[config.mk]
export PLATFORM = sky130hd
export DESIGN_NAME = clint_resp
export DESIGN_NICKNAME = d
export VERILOG_FILES = /design/src/rtl/clint_resp.sv
export SDC_FILE = /design/constraint.sdc
export NUM_CORES = 1
export LEC_CHECK = 0
export ABC_CLOCK_PERIOD_IN_PS = 13100
export CAP_MARGIN = 20
export CORE_MARGIN = 8
export CORE_UTILIZATION = 30
export DETAILED_ROUTE_END_ITERATION = 12
export PLACE_DENSITY = 0.53
export SYNTH_ARGS = -nofsm -noshare
export SYNTH_HDL_FRONTEND = slang
export SYNTH_SLANG_ARGS = --single-unit
[constraint.sdc]
create_clock -name clk_i -period 13.1 [get_ports clk_i]
set_input_delay 2.62 -clock clk_i [delete_from_list [all_inputs] [get_ports clk_i]]
set_output_delay 2.62 -clock clk_i [all_outputs]
set_load 0.005 [all_outputs]
[src/rtl/clint_resp.sv]
// Core-local interruptor: memory-mapped msip / mtime / mtimecmp on the core's data port,
// driving the timer and software interrupt lines.
module clint_resp #(
    parameter int                    ADDR_WIDTH = 32,
    parameter int                    DATA_WIDTH = 32,
    parameter logic [ADDR_WIDTH-1:0] BASE_ADDR  = 32'h0200_0000,
    parameter int                    TICK_DIV   = 1
) (
    input  logic                  clk_i,
    input  logic                  rst_i,
    input  logic                  ram_request_i,
    input  logic                  ram_we_i,
    input  logic [3:0]            ram_op_i,
    input  logic [ADDR_WIDTH-1:0] ram_addr_i,
    input  logic [DATA_WIDTH-1:0] ram_wdata_i,
    output logic [DATA_WIDTH-1:0] ram_rdata_o,
    output logic                  hit_o,
    output logic                  timer_irq_o,
    output logic                  software_irq_o
);

    localparam int PW = (TICK_DIV > 1) ? $clog2(TICK_DIV) : 1;

    localparam logic [13:0] IDX_MSIP    = 14'h0000;
    localparam logic [13:0] IDX_CMP_LO  = 14'h1000;
    localparam logic [13:0] IDX_CMP_HI  = 14'h1001;
    localparam logic [13:0] IDX_TIME_LO = 14'h2FFE;
    localparam logic [13:0] IDX_TIME_HI = 14'h2FFF;

    logic [PW-1:0] presc;
    logic [PW-1:0] presc_next;
    logic          tick;
    logic [63:0]   mtime;
    logic [63:0]   time_next;
    logic [63:0]   mtimecmp;
    logic [63:0]   cmp_next;
    logic          msip;
    logic          msip_next;
    logic [13:0]   word_idx;
    logic [3:0]    be;
    logic          wr_en;
    logic          rd_en;
    logic          unused_op;

    assign unused_op = ^ram_op_i[3:2];

    // Lane enables from access size and low address bits; misaligned half/word yields none.
    function automatic logic [3:0] byte_en(input logic [1:0] size, input logic [1:0] low);
        case (size)
            2'b00:   return 4'b0001 << low;
            2'b01:   return low[0] ? 4'b0000 : (low[1] ? 4'b1100 : 4'b0011);
            default: return (low == 2'b00) ? 4'b1111 : 4'b0000;
        endcase
    endfunction

    function automatic logic [31:0] merge(input logic [31:0] old, input logic [31:0] data,
                                          input logic [3:0] en);
        logic [31:0] res;
        for (int i = 0; i < 4; i++) begin
            res[8*i +: 8] = en[i] ? data[8*i +: 8] : old[8*i +: 8];
        end
        return res;
    endfunction

    assign hit_o    = ram_request_i & (ram_addr_i[ADDR_WIDTH-1:16] == BASE_ADDR[ADDR_WIDTH-1:16]);
    assign word_idx = ram_addr_i[15:2];
    assign be       = byte_en(ram_op_i[1:0], ram_addr_i[1:0]);
    assign wr_en    = hit_o & ram_we_i & (be != 4'b0000);
    assign rd_en    = hit_o & ~ram_we_i;

    assign tick       = (presc == PW'(TICK_DIV - 1));
    assign presc_next = tick ? '0 : presc + 1'b1;

    // A bus write to an mtime half overrides the tick entirely, carry included.
    always_comb begin
        msip_next = msip;
        cmp_next  = mtimecmp;
        time_next = tick ? mtime + 64'd1 : mtime;
        if (wr_en) begin
            case (word_idx)
                IDX_MSIP:    msip_next = be[0] ? ram_wdata_i[0] : msip;
                IDX_CMP_LO:  cmp_next  = {mtimecmp[63:32], merge(mtimecmp[31:0], ram_wdata_i, be)};
                IDX_CMP_HI:  cmp_next  = {merge(mtimecmp[63:32], ram_wdata_i, be), mtimecmp[31:0]};
                IDX_TIME_LO: time_next = {mtime[63:32], merge(mtime[31:0], ram_wdata_i, be)};
                IDX_TIME_HI: time_next = {merge(mtime[63:32], ram_wdata_i, be), mtime[31:0]};
                default:     ;
            endcase
        end
    end

    always_comb begin
        ram_rdata_o = '0;
        if (rd_en) begin
            case (word_idx)
                IDX_MSIP:    ram_rdata_o = {31'b0, msip};
                IDX_CMP_LO:  ram_rdata_o = mtimecmp[31:0];
                IDX_CMP_HI:  ram_rdata_o = mtimecmp[63:32];
                IDX_TIME_LO: ram_rdata_o = mtime[31:0];
                IDX_TIME_HI: ram_rdata_o = mtime[63:32];
                default:     ram_rdata_o = '0;
            endcase
        end
    end

    // The irq compare uses next-state values so it moves on the same edge as the registers.
    always_ff @(posedge clk_i or posedge rst_i) begin
        if (rst_i) begin
            presc          <= '0;
            mtime          <= '0;
            mtimecmp       <= '1;
            msip           <= 1'b0;
            timer_irq_o    <= 1'b0;
            software_irq_o <= 1'b0;
        end else begin
            presc          <= presc_next;
            mtime          <= time_next;
            mtimecmp       <= cmp_next;
            msip           <= msip_next;
            timer_irq_o    <= (time_next >= cmp_next);
            software_irq_o <= msip;
        end
    end

endmodule
==> impl_metrics.tcl <==
set metrics [dict create \
    finalSetupTns_ns 0 \
    drt_iter0_drc 700 \
    ios 107 \
    rsz0062_at_grt "no" \
    antenna_cells_inserted 0 \
    worstPathArrival_ns 6.00 \
    drtPass1Iterations 6 \
    relSlewSlack_pct 31.4 \
    antenna_found_initial 1 \
    root_buffer "clkbuf_16" \
    core-area_mm2 0.0316 \
    numCtsBuffers 17 \
    max_freq_mhz 116 \
    vias_per_cell 5.71 \
    syn_area_mm2 0.00968 \
    ir_drop_uv 90.2 \
    fp.dieH_um 196 \
    synthesis.nets 1174 \
    cap_violations 0 \
    grt_pass1_vias 8855 \
    synth.avg_cell_area_um2 9.34 \
    hp-class "flop to flop" \
    drive_gt1_share_pct 18.5 \
    rows 65 \
    nets 1254 \
    place_worst_setup_slack_ns 4.43 \
    clkTransAtPathRegs_ns 0.06 \
    clock-sinks 131 \
    power_mw 0.954 \
    final_common_cell "clkdlybuf4s50_1" \
    detail_route.wl_per_cell_um 21.5 \
    slew_viol_final 0 \
    synthArstFlopShare_pct 100 \
    power.density_mw_per_mm2 81.8 \
    cp-end-kind "output pin" \
    cts_setup_buffers 0 \
    port_buffers 104 \
    period_share_pct 65.8 \
    synth.yosys.seq_area_share_pct 34.7 \
    overflow 0 \
    clkLatencyLatePin_ns 0.45 \
    cts_max_level 4 \
    ys_top_cells_by_area "dfstp_2 17%, dfrtp_1 17%, mux2_2 9.1%, ha_1 8.4%, mux2i_1 7.0%" \
    postLayoutCellArea_mm2 0.0117 \
    grtUsageTotal_pct 17.1 \
    synth_ff_type "dfrtp_1" \
    wl_mm 33.0 \
    synthCells 1037 \
    ys.warnings.count 0 \
    yosysTopAreaCell "dfstp_2" \
    drc 0 \
    grt_pass1_wl_mm 51.7 \
    die_area_mm2 0.0383 \
    cts_tree "done" \
    yosysTopAreaCellShare_pct 17.4 \
    synth_edf_count 0 \
    initial_core_util_pct 30.6 \
    grt_max_degree 74 \
    finalHoldViolations 0 \
    nFillCells 3209 \
    die_w_um 196 \
    final_cell_mix "103 x clkdlybuf4s50_1, 100 x nor2_1, 83 x nand2_1" \
    outcome "completed" \
    holdBufCountCts 0 \
    cts-resized-gates 0 \
    tightest_slew_ns 1.02 \
    vias 8748 \
    syn_to_final_growth_pct 20.3 \
    post_dp_cell_area_mm2 0.0111 \
    p_leak_nw 4.86 \
    cp_max_fo 36 \
    required_ns 10.48 \
    dp_hpwl_mm 23.9 \
    ys_seq_elements 131 \
    synth.distinct_cells 70 \
    setup_slack_ns 4.48 \
    critPathLaunchType "input pin" \
    cts.path.max_buffers 2 \
    gp_congestion 0.854 \
    fin_crit_ns 8.62 \
    setup_viol 0 \
    detail-route-antenna-nets 0 \
    crit_type "input pin to output pin" \
    fin_skew_ns 0.0122 \
]
where the power goes:
part | total, mW | switching (mW) | internal [mW]
combinational | 0.0593 | 0.0331 | 0.0263
sequential | 0.406 | 0.00000117 | 0.406
clock | 0.489 | 0.204 | 0.284
layout make-up:
| type | count | area, µm² | share of cell area [%] |
|---|---|---|---|
| clock buffers | 19 | 443 | 3.80 |
| clock inverters | 13 | 135 | 1.16 |
| inverters | 27 | 104 | 0.891 |
| multi-input cells | 826 | 6000 | 51.5 |
| flip-flops and latches | 131 | 3360 | 28.8 |
| well taps | 402 | 503 | 4.32 |
| repair buffers | 114 | 1110 | 9.54 |
through the flow:
step	utilization (%)	std cells	hold WS [ns]
final	36.8	1532	0.405
after global routing	36.8	1532	0.424
after CTS	36.8	1532	0.403
after detailed placement	35.0	1500	0.390
after global placement	35.0	1500	0.388
after floorplan	-	1037	0.369
worst paths after layout:
check / startpoint / to / slack, ns / depth (start not counted)
worst min register to register: msip / software_irq_o / 0.40 / 0
worst min-delay path: msip / software_irq_o / 0.40 / 0
worst max-delay path: ram_addr_i[14] / ram_rdata_o[18] / 4.48 / 9
min in group asynchronous: rst_i / software_irq_o / 2.69 / 2
max in group asynchronous: rst_i / mtime[8] / 8.92 / 3
worst max register to register: mtime[13] / timer_irq_o / 8.19 / 13
flip-flops by register name, indices dropped and copies added (netlist names):
register / flops
timer_irq_o: 1
mtimecmp: 64
software_irq_o: 1
msip: 1
mtime: 64
metal layers:
metal / global-route usage (%) / up-vias / wire length [µm]
met3: 3.15 / 42 / 1440
li1: - / 4150 / -
met2: 28.0 / 226 / 15500
met4: 4.55 / 2 / 522
met5: 0 / - / 9
met1: 22.8 / 4328 / 15500
cells in the mapped netlist, types with 21 or more instances:
master      n
dfrtp_1    67
nand2_1    83
mux2i_1    68
nand4_1    21
inv_1      27
dfstp_2    64
mux2_2     78
o21ai_0    43
clkbuf_1   34
a222oi_1   32
nor2_1    101
a21oi_1    66
nand3_1    47
ha_1       65
critical path, stage by stage:
cell             delay [ns]
clkdlybuf4s50_1        0.53
nand3b_1               0.28
nor4_4                 0.15
buf_4                  0.48
a21oi_1                0.06
or4_1                  0.81
buf_4                  0.38
nor2_1                 0.15
clkdlybuf4s50_1        0.52
cell families (layout without fill, tap and decap cells):
kind of cell / after synthesis / after routing / share of synthesized area, %
fa+ha+maj: 65 / 65 / 8.40
xor+xnor: 4 / 4 / 0.362
mux: 146 / 146 / 16.1
flops: 131 / 131 / 34.7
buf+inv: 80 / 173 / 3.60
simple gates: 367 / 367 / 19.2
compound gates: 244 / 244 / 17.7
(Power assumes the default switching activity.)
